## config.mk

```make
export PLATFORM = sky130hd
export DESIGN_NAME = jtkiwi_gfx_arb_flat
export DESIGN_NICKNAME = d
export VERILOG_FILES = /design/src/rtl/jtkiwi_pkg.sv /design/src/rtl/jtkiwi_gfx_arb_if.sv /design/src/rtl/jtkiwi_arb_slot.sv /design/src/rtl/jtkiwi_gfx_arb.sv /design/src/flat_wrapper.sv
export SDC_FILE = /design/constraint.sdc
export NUM_CORES = 1
export LEC_CHECK = 0
export CAP_MARGIN = 10
export CELL_PAD_IN_SITES_DETAIL_PLACEMENT = 1
export CELL_PAD_IN_SITES_GLOBAL_PLACEMENT = 1
export CORE_AREA = 2 2 132 134
export DETAILED_ROUTE_END_ITERATION = 16
export DIE_AREA = 0 0 134 136
export PLACE_DENSITY = 0.73
export SLEW_MARGIN = 20
export SYNTH_ARGS = -nofsm -noshare
export SYNTH_HDL_FRONTEND = slang
export SYNTH_SLANG_ARGS = --single-unit
export TNS_END_PERCENT = 1
```

## constraint.sdc

```tcl
create_clock -name clk -period 3.8 [get_ports clk]
set_input_delay 0.76 -clock clk [delete_from_list [all_inputs] [get_ports clk]]
set_output_delay 0.76 -clock clk [all_outputs]
set_load 0.05 [all_outputs]
```

## src/rtl/jtkiwi_pkg.sv

```systemverilog
// Shared types for the graphics-ROM arbiter: FSM encoding, requester indices
// and the round-robin pick rule.
package jtkiwi_pkg;

  typedef enum logic [1:0] {
    ST_IDLE  = 2'd0,
    ST_GUARD = 2'd1,
    ST_WAIT  = 2'd2
  } arb_state_e;

  localparam logic REQ_OBJ = 1'b0;
  localparam logic REQ_SCR = 1'b1;

  // Returns 1 when the tile engine wins; on a tie the one not served last wins.
  function automatic logic rr_pick_scr(input logic pend_obj, input logic pend_scr,
                                       input logic last);
    return pend_scr & (~pend_obj | (last == REQ_OBJ));
  endfunction

endpackage

```

## src/rtl/jtkiwi_gfx_arb_if.sv

```systemverilog
// Bundle of the two draw-engine ROM ports plus the shared SDRAM ROM port.
interface jtkiwi_gfx_arb_if #(
  parameter int AW = 18,
  parameter int DW = 32
);
  logic [AW-1:0] obj_addr;
  logic          obj_cs;
  logic          obj_ok;
  logic [DW-1:0] obj_data;
  logic [AW-1:0] scr_addr;
  logic          scr_cs;
  logic          scr_ok;
  logic [DW-1:0] scr_data;
  logic [AW-1:0] rom_addr;
  logic          rom_cs;
  logic          rom_ok;
  logic [DW-1:0] rom_data;

  // Arbiter side.
  modport slave (
    input  obj_addr, obj_cs, scr_addr, scr_cs, rom_ok, rom_data,
    output obj_ok, obj_data, scr_ok, scr_data, rom_addr, rom_cs
  );

  // Engines and SDRAM side.
  modport master (
    output obj_addr, obj_cs, scr_addr, scr_cs, rom_ok, rom_data,
    input  obj_ok, obj_data, scr_ok, scr_data, rom_addr, rom_cs
  );
endinterface

```

## src/rtl/jtkiwi_arb_slot.sv

```systemverilog
// Per-requester state: registered read data, sticky ok flag and the address
// it was served with, so a held request keeps reading as complete.
module jtkiwi_arb_slot #(
  parameter int AW = 18,
  parameter int DW = 32
) (
  input  logic          clk,
  input  logic          rst,
  input  logic          cs_i,
  input  logic [AW-1:0] addr_i,
  input  logic          done_i,
  input  logic [AW-1:0] srv_addr_i,
  input  logic [DW-1:0] rom_data_i,
  output logic          ok_o,
  output logic [DW-1:0] data_o,
  output logic          pend_o
);

  logic          ok_q, ok_d;
  logic [DW-1:0] data_q, data_d;
  logic [AW-1:0] served_q, served_d;

  always_comb begin
    ok_d     = ok_q;
    data_d   = data_q;
    served_d = served_q;
    if (done_i) begin
      ok_d     = 1'b1;
      data_d   = rom_data_i;
      served_d = srv_addr_i;
    end else if (!cs_i || (addr_i != served_q)) begin
      ok_d = 1'b0;
    end
  end

  always_ff @(posedge clk or posedge rst) begin
    if (rst) begin
      ok_q     <= 1'b0;
      data_q   <= '0;
      served_q <= '0;
    end else begin
      ok_q     <= ok_d;
      data_q   <= data_d;
      served_q <= served_d;
    end
  end

  assign ok_o   = ok_q;
  assign data_o = data_q;
  assign pend_o = cs_i & ~ok_q;

endmodule

```

## src/rtl/jtkiwi_gfx_arb.sv

```systemverilog
// Round-robin arbiter sharing one SDRAM graphics-ROM slot between the object
// and tile draw engines, one outstanding access at a time.
module jtkiwi_gfx_arb
  import jtkiwi_pkg::*;
#(
  parameter int AW = 18,
  parameter int DW = 32
) (
  input  logic             clk,
  input  logic             rst,
  jtkiwi_gfx_arb_if.slave  bus
);

  arb_state_e    state_q, state_d;
  logic          gnt_q, gnt_d;
  logic          last_q, last_d;
  logic          rom_cs_q, rom_cs_d;
  logic [AW-1:0] rom_addr_q, rom_addr_d;

  logic          pend_obj, pend_scr, pick_scr, any_pend;
  logic          gnt_cs, oth_pend, in_wait, addr_moved;
  logic [AW-1:0] gnt_addr;
  logic          abort, readdr, done;

  assign any_pend   = pend_obj | pend_scr;
  assign pick_scr   = rr_pick_scr(pend_obj, pend_scr, last_q);
  assign gnt_cs     = (gnt_q == REQ_SCR) ? bus.scr_cs   : bus.obj_cs;
  assign gnt_addr   = (gnt_q == REQ_SCR) ? bus.scr_addr : bus.obj_addr;
  assign oth_pend   = (gnt_q == REQ_SCR) ? pend_obj     : pend_scr;
  assign in_wait    = (state_q == ST_WAIT);
  assign addr_moved = (gnt_addr != rom_addr_q);

  // A dropped request beats everything; a moved address beats rom_ok, which
  // still belongs to the old address.
  assign abort  = in_wait & ~gnt_cs;
  assign readdr = in_wait & gnt_cs & addr_moved;
  assign done   = in_wait & gnt_cs & ~addr_moved & bus.rom_ok;

  always_ff @(posedge clk or posedge rst) begin
    if (rst) begin
      state_q    <= ST_IDLE;
      gnt_q      <= REQ_OBJ;
      last_q     <= REQ_SCR;
      rom_cs_q   <= 1'b0;
      rom_addr_q <= '0;
    end else begin
      state_q    <= state_d;
      gnt_q      <= gnt_d;
      last_q     <= last_d;
      rom_cs_q   <= rom_cs_d;
      rom_addr_q <= rom_addr_d;
    end
  end

  always_comb begin
    state_d = state_q;
    case (state_q)
      ST_IDLE:  if (any_pend) state_d = ST_GUARD;
      ST_GUARD: state_d = ST_WAIT;
      ST_WAIT: begin
        if (abort || done) state_d = ST_IDLE;
        else if (readdr)   state_d = ST_GUARD;
      end
      default:  state_d = ST_IDLE;
    endcase
  end

  // Keeping rom_cs high across a completion avoids a gap when the other side waits.
  always_comb begin
    gnt_d      = gnt_q;
    last_d     = last_q;
    rom_cs_d   = rom_cs_q;
    rom_addr_d = rom_addr_q;
    case (state_q)
      ST_IDLE: begin
        rom_cs_d = any_pend;
        if (any_pend) begin
          gnt_d      = pick_scr;
          rom_addr_d = pick_scr ? bus.scr_addr : bus.obj_addr;
        end
      end
      ST_WAIT: begin
        if (abort) begin
          rom_cs_d = oth_pend;
        end else if (readdr) begin
          rom_addr_d = gnt_addr;
        end else if (done) begin
          rom_cs_d = oth_pend;
          last_d   = gnt_q;
        end
      end
      default: ;
    endcase
  end

  jtkiwi_arb_slot #(.AW(AW), .DW(DW)) u_obj (
    .clk        (clk),
    .rst        (rst),
    .cs_i       (bus.obj_cs),
    .addr_i     (bus.obj_addr),
    .done_i     (done & (gnt_q == REQ_OBJ)),
    .srv_addr_i (rom_addr_q),
    .rom_data_i (bus.rom_data),
    .ok_o       (bus.obj_ok),
    .data_o     (bus.obj_data),
    .pend_o     (pend_obj)
  );

  jtkiwi_arb_slot #(.AW(AW), .DW(DW)) u_scr (
    .clk        (clk),
    .rst        (rst),
    .cs_i       (bus.scr_cs),
    .addr_i     (bus.scr_addr),
    .done_i     (done & (gnt_q == REQ_SCR)),
    .srv_addr_i (rom_addr_q),
    .rom_data_i (bus.rom_data),
    .ok_o       (bus.scr_ok),
    .data_o     (bus.scr_data),
    .pend_o     (pend_scr)
  );

  assign bus.rom_cs   = rom_cs_q;
  assign bus.rom_addr = rom_addr_q;

endmodule

```

## src/flat_wrapper.sv

```systemverilog
// flat-port wrapper written by rule: the top's interface ports become plain ports
module jtkiwi_gfx_arb_flat import jtkiwi_pkg::*;
#(
  parameter int AW = 18,
  parameter int DW = 32
)
  (clk, rst, bus_obj_addr, bus_obj_cs, bus_scr_addr, bus_scr_cs, bus_rom_ok, bus_rom_data, bus_obj_ok, bus_obj_data, bus_scr_ok, bus_scr_data, bus_rom_addr, bus_rom_cs);
  jtkiwi_gfx_arb_if #(.AW(AW), .DW(DW)) bus_i ();
  input  logic clk;
  input  logic rst;
  input wire logic [$bits(bus_i.obj_addr)-1:0] bus_obj_addr;
  input wire logic [$bits(bus_i.obj_cs)-1:0] bus_obj_cs;
  input wire logic [$bits(bus_i.scr_addr)-1:0] bus_scr_addr;
  input wire logic [$bits(bus_i.scr_cs)-1:0] bus_scr_cs;
  input wire logic [$bits(bus_i.rom_ok)-1:0] bus_rom_ok;
  input wire logic [$bits(bus_i.rom_data)-1:0] bus_rom_data;
  output wire logic [$bits(bus_i.obj_ok)-1:0] bus_obj_ok;
  output wire logic [$bits(bus_i.obj_data)-1:0] bus_obj_data;
  output wire logic [$bits(bus_i.scr_ok)-1:0] bus_scr_ok;
  output wire logic [$bits(bus_i.scr_data)-1:0] bus_scr_data;
  output wire logic [$bits(bus_i.rom_addr)-1:0] bus_rom_addr;
  output wire logic [$bits(bus_i.rom_cs)-1:0] bus_rom_cs;
  assign bus_i.obj_addr = bus_obj_addr;
  assign bus_i.obj_cs = bus_obj_cs;
  assign bus_i.scr_addr = bus_scr_addr;
  assign bus_i.scr_cs = bus_scr_cs;
  assign bus_i.rom_ok = bus_rom_ok;
  assign bus_i.rom_data = bus_rom_data;
  assign bus_obj_ok = bus_i.obj_ok;
  assign bus_obj_data = bus_i.obj_data;
  assign bus_scr_ok = bus_i.scr_ok;
  assign bus_scr_data = bus_i.scr_data;
  assign bus_rom_addr = bus_i.rom_addr;
  assign bus_rom_cs = bus_i.rom_cs;
  jtkiwi_gfx_arb #(.AW(AW), .DW(DW)) u_core (.clk(clk), .rst(rst), .bus(bus_i));
endmodule
```

# Yosys cells after proc, flatten, opt, wreduce, memory -nomap -nowiden
# Index checks and enable logic that the tools add are counted.
# totals
romBits,0
latchBits,0
memories,0
output_inout_bits,85
register_bits,125
wordCells,77
ram_bits,0
# op_classes
n_div,0
multipliers,0
shift,0
add_sub_neg,0
n_eq_ne,11
reduce_logical,14
n_bitwise,21
muxes,20
magnitude_cmp,0
# op_table
op,n
18-bit 2-to-1 mux,5
18-bit != test,3
18-bit one-hot mux with 2 select lines,1
1-bit AND,10
1-bit 2-to-1 mux,9
3-bit != test (second input constant),3
1-bit inverter,9
4-bit AND reduction,2
2-bit 2-to-1 mux,3
2-bit one-hot mux with 3 select lines,1
2-bit nonzero test,3
2-bit != test (second input constant),2
2-bit AND reduction,2
1-bit logical OR,3
3-bit AND reduction,1
2-bit by 1-bit equality test with 1-bit output (second input constant),1
2-bit equality test (second input constant),1
1-bit zero test,2
2-bit zero test,1
2-bit by 1-bit != test with 1-bit output (second input constant),1
1-bit OR,2
1-bit one-hot mux with 2 select lines,1

# Depth between registers and ports, before layout
# Gate-level depths: netlist of the first run.
# logic_depth
word_depth,9
ltp_mapped,9
mapped_depth_nobuf,6

# Hierarchy
# From an unflattened synthesis of the first run, not the netlist that was laid out.
# hier_totals
cells_unflattened,403
hier_area_um2,5888.1
# modules_own_cells
module,cells_each,seq_area_each_um2,n_inst,area_per_inst_um2
jtkiwi_arb_slot,134,1276.2,2,2120.8
jtkiwi_gfx_arb,135,576.8,1,1646.6

# Worst setup path before layout of the first run
# OpenSTA, ideal clock, no wires.
# synth_path
kind,input-to-reg
start,input bus_scr_addr[11]
end,register u_core.u_obj.data_q[26] (netlist: u_core.u_obj.data_o[26])
stages,7
path_slack_ns,1.081
n_path_buf,1
arrival_time_ns,2.591
required_time_ns,3.672
setup_ns,0.128
cell_sequence,mux2i_1 -> o22ai_1 -> or4_4 -> nor3_4 -> nand4_2 -> buf_2 -> mux2_1
# synth_between
elab_chain_cells,6
# synth_rtl
element,line_no,source
from (decl),flat_wrapper.sv:13,input wire logic [$bits(bus_i.scr_addr)-1:0] bus_scr_addr;
18-bit 2-to-1 mux,jtkiwi_gfx_arb.sv:28,assign gnt_addr = (gnt_q == REQ_SCR) ? bus.scr_addr : bus.obj_addr;
18-bit != test,jtkiwi_gfx_arb.sv:31,assign addr_moved = (gnt_addr != rom_addr_q);
1-bit inverter,jtkiwi_gfx_arb.sv:37,assign done = in_wait & gnt_cs & ~addr_moved & bus.rom_ok;
1-bit AND (2 in series),jtkiwi_gfx_arb.sv:37,
1-bit AND,jtkiwi_gfx_arb.sv:101,".done_i (done & (gnt_q == REQ_OBJ)),"
to (signal assigned),jtkiwi_arb_slot.sv:43,data_q <= data_d;
to (decl),jtkiwi_arb_slot.sv:20,"logic [DW-1:0] data_q, data_d;"
# No other way between the ends.
# A chain may end at the register's enable or synchronous reset.

# Worst setup path after layout of the first run
# layout_path
start,register u_core.gnt_q
end,register u_core.u_obj.data_q[26] (netlist: u_core.u_obj.data_o[26])
# layout_between
elab_chain_cells,6
elab_cells_between_ends,9
cone_classes,eq/ne (1); mux (2); bitwise (6)
# layout_rtl
element,line_no,source
from (decl),jtkiwi_gfx_arb.sv:15,"logic gnt_q, gnt_d;"
from (signal assigned),jtkiwi_gfx_arb.sv:48,gnt_q <= gnt_d;
18-bit 2-to-1 mux,jtkiwi_gfx_arb.sv:28,
18-bit != test,jtkiwi_gfx_arb.sv:31,
1-bit inverter,jtkiwi_gfx_arb.sv:37,
1-bit AND (2 in series),jtkiwi_gfx_arb.sv:37,
1-bit AND (*),jtkiwi_gfx_arb.sv:101,
# Every way passes the cells marked *; elsewhere a longest branch is shown, timed or not.

==> metrics.txt, run 1 <==
WHS 0.500 ns; fin. max-slew vios 0; CP arrival 3.37 ns; die footprint 18200 um^2; TritonCTS clock tree yes; CTS-repair resized insts 0; Die Height 136 um; Clock Tree Root clkbuf_16; Worst VDD drop 0.280 mV; NetSw 1.65 mW; Final Critical Period 3.08 ns; Post-CTS Setup Repair Bufs 0; Post-CTS Hold Buffers 0; total number of vias 4019; GP Congestion 0.820; RSZ-0062 raised after global routing no; Synth Warn # 0; clock latency at the later pin of the worst-skew pair 0.41 ns; number of enable flip-flop cells after synthesis 0; Via density 4.93; syn avg cell area 14.1 um^2; CP max FO 28; die width 134 um; syn nets 481; Place WS 0.296 ns; DP Wirelength 11400 um; Syn-to-layout area delta 43.0%; CTS Sinks 125; Fmax 324 MHz; post-layout util 48.9%; Tot Pwr 4.76 mW; share of cells above drive strength 1 30.6%; clock slew at reported path FFs 0.05 ns; CTS HTree Levels 4; wirelength, routed 16100 um; Period Utilization, post-route 81.2%; Final #Nets 651; PwrDens 577 nW/um^2; wire per inst 19.8 um; P_leak 3.86 nW; Synth area leaders dfrtp_1 (54%), mux2_2 (26%), xor2_1 (5.3%); Seq/Total Area, Yosys 54.2%; PortBufs 157; Pint 3.11 mW; slew margin rel. 44.0%; Clock Tree Buf Depth 2; combinational power share 31.6%; #FFs+latches synth 125; CP endpoint kind flop; Initial Util 34.2%; all-layer global routing usage 18.5%; Fill cells 1694; status finished clean; max-cap check violation count 0; DRT iter0 DRCs 168; Setup crit start kind flop; Seq pwr share 34.7%; vias in the first global route 4610; setup_tns 0 ns; I/O pin cnt 158; area of the multi-input gates 2560 um^2; DRC errors left 0; Remaining Overflow, GRT 0; CTS Buf Count 17; hold crit path type reg2reg; final-report setup violation count 0; CP Class reg2reg; Req. time, crit path 4.09 ns; DRT Pass-1 Iters 4; Core ar. 16900 um^2; Post-Syn Area 5770 um^2; Yosys top cell by area dfrtp_1; largest net degree at the start of global routing 126; clk_skew 0.00648 ns; antenna violations before repair 0; post-route ant nets 0; # diodes 0; worst setup margin 0.716 ns; switching share of total power 34.7%; FF+latch area 3130 um^2; first-pass GRT wire length 25300 um; part of the power in the clock network 33.6%; Final Hold Fails 0; FFs w/ async S/R, synth 100%; Post-synth top flop dfrtp_1; Slew @ Worst Pin 0.840 ns; Synth top area share 53.7%; Cell variety after synth 37; Syn Inst Count 408; row cnt 48
==> stage by stage <==
stage                     cell area, um^2  std cells
after CTS                            8260        816
after detailed placement             7670        784
after global placement               7670        784
after global routing                 8260        816
final                                8260        816
after floorplan                      5780        408
==> state kept, by name (all words and copies together) (netlist names), 2 cells and up <==
signal,count
u_core.bus.rom_addr,18
u_core.u_obj.data_o,32
u_core.u_scr.data_o,32
u_core.state_q,2
u_core.u_scr.served_q,18
u_core.u_obj.served_q,18
==> cell families after synthesis <==
logic type | count (synthesis) | synth area share, %
flip-flops | 125 | 54.2
buffers and inverters | 19 | 1.63
XOR/XNOR | 50 | 7.59
AND/OR/NAND/NOR | 40 | 4.20
multiplexers | 156 | 30.0
AO/OA/AOI/OAI | 18 | 2.38
==> cell usage in the layout (no fill, tap or decap), drive strengths merged, types with 2 or more instances in the layout <==
cell and instances:
a21oi 3, a31oi 3, buf 9, bufinv 2, clkbuf 21, clkdlybuf4s50 157
clkinv 6, clkinvlp 4, dfrtp 124, inv 3, mux2 136, mux2i 20
nand2 3, nand3 6, nand4 7, nor2 8, nor2b 3, nor3 2
nor4 7, o21ai 3, o22ai 2, xnor2 15, xor2 35
==> synth_stat cells, types with 4 or more instances <==
cell	number
mux2i_1	20
nor2_1	8
buf_2	12
xor2_1	35
nand4_1	6
mux2_2	132
mux2_1	4
inv_1	4
nor4_1	7
xnor2_1	15
dfrtp_1	124
nand3_1	5
==> worst paths after layout <==
check / slack [ns] / from / cells past startpoint / endpoint
max in group asynchronous: 2.41 / rst / 3 / u_core.bus.rom_addr[10]
max reg2reg: 0.72 / u_core.gnt_q / 8 / u_core.u_obj.data_o[26]
min: 0.50 / u_core.u_obj.data_o[29] / 1 / u_core.u_obj.data_o[29]
max: 0.72 / u_core.gnt_q / 8 / u_core.u_obj.data_o[26]
min reg2reg: 0.50 / u_core.u_obj.data_o[29] / 1 / u_core.u_obj.data_o[29]
min in group asynchronous: 0.92 / rst / 3 / u_core.u_obj.data_o[28]
==> critical path, stage by stage, from the launching register on <==
cell     delay, ns
dfrtp_1       0.66
buf_12        0.24
mux2i_1       0.23
xnor2_1       0.10
or4_4         0.54
nor3_4        0.38
nand4_4       0.14
buf_4         0.29
mux2_1        0.37
==> area by class of cell <==
type	instances	share of cell area (%)
clock buffers	21	5.70
clock inverters	11	1.41
inverters	4	0.227
multi-input cells	264	31.0
flip-flops and latches	125	37.9
well taps	225	3.41
repair buffers	166	20.3
==> routing by layer <==
layer / global-route usage [%] / wire, um
met5: 0 / 0
met4: 7.15 / 414
met3: 7.20 / 1110
met2: 31.5 / 8160
met1: 21.2 / 6460
==> power groups by stage <==
stage          combinational (mW)  sequential, mW  clock (mW)
6_report                     1.51            1.65        1.60
3_3_place_gp                 1.49            1.67           0
5_1_grt                      1.59            1.68        1.70
3_5_place_dp                 1.52            1.68           0
4_1_cts                      1.52            1.65        1.64
2_1_floorplan               0.644            1.97           0
Note: power is estimated with default switching activity, not from simulation.
==> inputs of run 2 (changes only) <==
Settings changed: CORE_AREA 2 2 132 134 to 2 2 125 127, DIE_AREA 0 0 134 136 to 0 0 127 129, PLACE_DENSITY 0.73 to 0.78.
Clock period 3.8 ns to 2.85 ns, I/O delays scaled along.
==> metrics.txt, run 2 (synthesis gave the netlist of run 1 again) <==
status finished clean; Worst Path Buf+Inv 3; row cnt 45; Top Metal Used met5; Initial Util 38.5%; FF+latch area 3130 um^2; Clock Tree Root clkbuf_16; commonest non-fill, non-tap cell in the layout clkdlybuf4s50_1; die footprint 16400 um^2; Final #Nets 684; post-layout util 57.0%; critical path endpoint u_core.u_scr.data_o[19]; clock latency at the later pin of the worst-skew pair 0.42 ns; wire length on met3 1390 um; DRT iter0 DRCs 122; clk_skew 0.00806 ns; Routed met1 length 6620 um; Cell Area, Placed 7900 um^2; worst stage delay on the critical path 0.50 ns; Crit Reg-Reg Endpoint u_core.u_scr.data_o[19]; Die Height 129 um; CP max FO 45; wirelength, routed 16800 um; DRC errors left 0; first-pass GRT wire length 26800 um; Slew @ Worst Pin 0.687 ns; vias in the first global route 4710; origin of the worst setup path u_core.gnt_q; hold path depth 1; slew margin rel. 54.2%; DRT Pass-1 Iters 4; all-layer global routing usage 21.8%; Setup crit start kind flop; Final Non-Filler Cells 810; Period Utilization, post-route 96.2%; final-report setup violation count 0; metal2 WL 8390 um; RR Startpoint u_core.gnt_q; Clock Tree Buf Depth 2; Fmax 365 MHz; area of the multi-input gates 2570 um^2; DP Wirelength 11800 um; Final Critical Period 2.74 ns; setup slack, reg-to-reg 0.11 ns; Req. time, crit path 3.15 ns; CP arrival 3.04 ns; PwrDens 787 nW/um^2; hold crit path type reg2reg; die width 127 um; Worst VDD drop 0.458 mV; crit-path leading delay family simple AND/OR/NAND/NOR gates; Critical Path, Cell by Cell buf_4 -> mux2i_1 -> xor2_1 -> nand4_1 -> nor3_4 -> buf_4 -> nand3_2 -> buf_12 -> mux2_2; Via density 5.13; GP Congestion 0.826; placed instance count 780; # diodes 0; CP Class reg2reg; cell area after layout 8540 um^2; clock slew at reported path FFs 0.06 ns; Most common cell on crit path buf_4; I/O pin cnt 158; Remaining Overflow, GRT 0; Fill cells 1479; largest net degree at the start of global routing 126; Crit. path cell count 9; max-cap check violation count 0; most frequent cells in the layout clkdlybuf4s50_1 (157), mux2_2 (132), dfrtp_1 (123); share of cells above drive strength 1 34.4%; CP endpoint kind flop; Final Hold Fails 0; total number of vias 4153; Reg2Reg Depth 9; Post-CTS Hold Buffers 0; CTS HTree Levels 4; post-route ant nets 0; wire per inst 20.7 um; Syn-to-layout area delta 47.9%; setup_tns 0 ns; TritonCTS clock tree yes; PortBufs 157; antenna violations before repair 1; CTS Sinks 125; critical path's slowest cell dfrtp_2; P_leak 4.04 nW; Core ar. 15000 um^2; CTS Buf Count 17; RSZ-0062 raised after global routing no; fin. max-slew vios 0
==> run 2: changes by cell type in the layout (fill, tap and decap cells not counted), moves of 2 or more <==
| cell | change |
|---|---|
| clkinv_2 | -3 |
| buf_4 | +30 |
| buf_12 | +2 |
| clkbuf_8 | -2 |
| bufinv_16 | +3 |
==> run 2: power breakdown <==
part	internal (mW)	total, mW	switching (mW)
registers	1.94	2.20	0.258
clock network	1.56	2.35	0.783
logic	0.951	2.17	1.22
==> run 2: layout make-up <==
class	count	area share (%)
Inverter	4	0.220
Clock buffer	19	5.19
Sequential cell	125	36.7
Timing Repair Buffer	199	22.9
Tap cell	188	2.75
Multi-Input combinational cell	264	30.1
Clock inverter	11	2.26
==> run 2: repair_timing <==
item | 4_1_cts | 5_1_grt
endpoints found under the setup margin | 90 | 64
buffers inserted | 0 | 0
pin swaps | 0 | 1
gates resized for setup | 1 | 2
gates cloned | 0 | 0
==> run 2: layer usage <==
metal | track usage [%] | vias up
met5 | 0 | -
met4 | 8.73 | 2
met3 | 7.98 | 26
met2 | 36.9 | 143
met1 | 25.2 | 2104
li1 | - | 1878
==> run 2: how the worst min path moves through the flow <==
stage                                end  slack (ns)                      start
5_1_grt          u_core.u_scr.data_o[22]        0.51    u_core.u_scr.data_o[22]
4_1_cts          u_core.u_obj.data_o[28]        0.50    u_core.u_obj.data_o[28]
3_3_place_gp     u_core.u_obj.data_o[28]        0.48    u_core.u_obj.data_o[28]
6_report         u_core.u_obj.data_o[28]        0.49    u_core.u_obj.data_o[28]
3_5_place_dp     u_core.u_obj.data_o[28]        0.49    u_core.u_obj.data_o[28]
2_1_floorplan  u_core.u_obj.served_q[17]        0.50  u_core.u_obj.served_q[17]
==> run 2: worst reg2reg max path, stage by stage (launching register included) <==
cell	delay, ns
dfrtp_2	0.50
buf_4	0.19
mux2i_1	0.21
xor2_1	0.30
nand4_1	0.30
nor3_4	0.25
buf_4	0.20
nand3_2	0.12
buf_12	0.22
mux2_2	0.34
==> run 2: through the flow <==
stage / setup slack [ns] / power [mW] / hold WS [ns]
2_1_floorplan: 0.321 / 3.48 / 0.500
3_3_place_gp: -0.171 / 4.32 / 0.479
3_5_place_dp: -0.260 / 4.38 / 0.489
4_1_cts: 0.0620 / 6.77 / 0.502
5_1_grt: 0.00809 / 6.99 / 0.513
6_report: 0.108 / 6.72 / 0.494
==> variant: new RTL, flow settings as in run 2 <==
The 3 states of `arb_state_e` get a one-hot encoding in 3 bits.
--- a/src/rtl/jtkiwi_pkg.sv
+++ b/src/rtl/jtkiwi_pkg.sv
@@ -2,10 +2,10 @@
 // and the round-robin pick rule.
 package jtkiwi_pkg;
 
-  typedef enum logic [1:0] {
-    ST_IDLE  = 2'd0,
-    ST_GUARD = 2'd1,
-    ST_WAIT  = 2'd2
+  typedef enum logic [2:0] {
+    ST_IDLE  = 3'b001,
+    ST_GUARD = 3'b010,
+    ST_WAIT  = 3'b100
   } arb_state_e;
 
   localparam logic REQ_OBJ = 1'b0;
Formal check against the unedited RTL: same outputs for any inputs over 4 cycles, from zero or initial values and one cycle with rst high; so few cycles prove little.
==> variant against run 2 <==
Hold slack got worse by 0.0048 ns; fmax up 5.2%; wire length increased by 11%; power down 3.6%; first-iteration DRC count rose by 52%; highest routed layer is now met4; largest cell class unchanged; count of clock-buffer cells in the layout decreased by 1; sequential cell count up 1; area after synthesis grew 4.8%; utilization increased by 1.9 points; cell area up 3.3%; die area is the same; critical path depth shrank 1; worst setup slack better by 0.14 ns.
==> variant: results (changes against run 2) <==
[global_route]
grt_pass1_wl_mm=29.1  ; was 26.8 mm
grtUsageMet1=0.267  ; was 0.252
grt_usage=0.236  ; was 0.218
global_route.usage.met2=0.411  ; was 0.369
antenna_found_initial=0  ; was 1
grt_start_max_net_pins=43  ; was 126
grt_pass1_vias=5257  ; was 4,710
grt.met3_usage=0.0877  ; was 0.0798

[pwr]
p_comb_frac=0.327  ; was 0.323
p_sw_uw=2320  ; was 2260 µW
seqPwrFrac=0.342  ; was 0.327
irDropWorstVdd_mv=0.354  ; was 0.458 mV
leakage_uw=0.00416  ; was 0.00404 µW

[drt]
vias=4641  ; was 4,153
drt_iter0_markers=185  ; was 122
routed_wl_mm=18.6  ; was 16.8 mm

[yosys]
synth_compound_area_frac=0.0728  ; was 0.0238
ys_seq_area_frac=0.521  ; was 0.542
synth_nets=536  ; was 481
synthTopCellsByArea=dfrtp_1 (51%), mux2_2 (17%), mux2i_1 (6.3%), xor2_1 (4.9%), a311o_1 (3.0%)  ; was dfrtp_1 (54%), mux2_2 (26%), xor2_1 (5.3%), mux2i_1 (3.5%), xnor2_1 (2.3%)
synth_xor_area_frac=0.0767  ; was 0.0759
muxShareOfSynthArea=0.251  ; was 0.300
synth_cell_type_count=38  ; was 37
synthTopCellsByCount=dfrtp_1 (124), mux2_2 (92), mux2i_1 (38)  ; was mux2_2 (132), dfrtp_1 (124), xor2_1 (35)

[placed_design]
place_ws_ns=-0.190  ; was -0.260 ns
hpwl_mm=13.4  ; was 11.8 mm
place.gp.congestion=0.883  ; was 0.826

[final_layout]
drive_gt1_frac=0.277  ; was 0.344
nFillCells=1512  ; was 1,479
nNetsFinal=738  ; was 684

[cts]
cts_buffers=17  ; unchanged
path_clk_slew_ns=0.06  ; about the same
ctsResizeCount=0  ; was 1

[setup_path]
cp-endpoint=u_core.u_obj.data_o[25]  ; was u_core.u_scr.data_o[19]
r2r_slack_ns=0.24  ; was 0.11 ns
crit_fanout=42  ; was 45
worst_ep_arrival_time_ns=2.91  ; was 3.04 ns
ff2ff_path_depth=8  ; was 9

[run_status]
status=complete, no violations  ; unchanged

[sta]
fin_crit_ns=2.61  ; was 2.74 ns
slew_headroom=0.504  ; was 0.542
finalClockSkew_ns=0.00743  ; was 0.00806 ns

[hold_path]
hold_start=u_core.u_scr.data_o[15]  ; was u_core.u_obj.data_o[28]
min_delay_worst_endpoint=u_core.u_scr.data_o[15]  ; was u_core.u_obj.data_o[28]

variant: logic make-up (layout without fill, tap and decap cells):
| group | Yosys count | count (layout) |
|---|---|---|
| mux | 139 | 139 |
| flops | 126 | 126 |
| simple gates | 59 | 59 |
| compound gates | 53 | 53 |
| xor+xnor | 53 | 53 |
| buf+inv | 33 | 248 |
variant: final cells by class:
cell class | instances | area (µm²) | share of cell area
flip-flops and latches | 126 | 3160 | 0.358
inverters | 4 | 18.8 | 0.00213
clock buffers | 18 | 439 | 0.0498
clock inverters | 14 | 143 | 0.0162
repair buffers | 212 | 2100 | 0.238
multi-input cells | 304 | 2730 | 0.310
well taps | 188 | 235 | 0.0267
variant: per-layer routing:
layer	share of wire	vias to the layer above
met5	0	-
met1	0.39	2345
met4	0.017	0
li1	-	2097
met2	0.50	176
met3	0.086	23
variant: worst max-delay path, stage by stage, from the launching register on:
cell	delay, ns
dfrtp_1	0.39
buf_12	0.19
mux2i_1	0.22
xor2_1	0.34
nand4_1	0.23
nor3_4	0.34
nand3_2	0.15
buf_12	0.22
mux2_1	0.35
variant: metrics by stage:
| step | hold slack, ns | area (µm²) | total power, µW | TNS, ns | cells |
|---|---|---|---|---|---|
| floorplan | 0.499 | 6060 | 3490 | 0 | 463 |
| global placement | 0.472 | 8240 | 4300 | -8.25 | 834 |
| detailed placement | 0.488 | 8240 | 4370 | -14.30 | 834 |
| CTS | 0.496 | 8820 | 6520 | 0 | 866 |
| global route | 0.521 | 8820 | 6740 | 0 | 866 |
| finish | 0.489 | 8820 | 6480 | 0 | 866 |
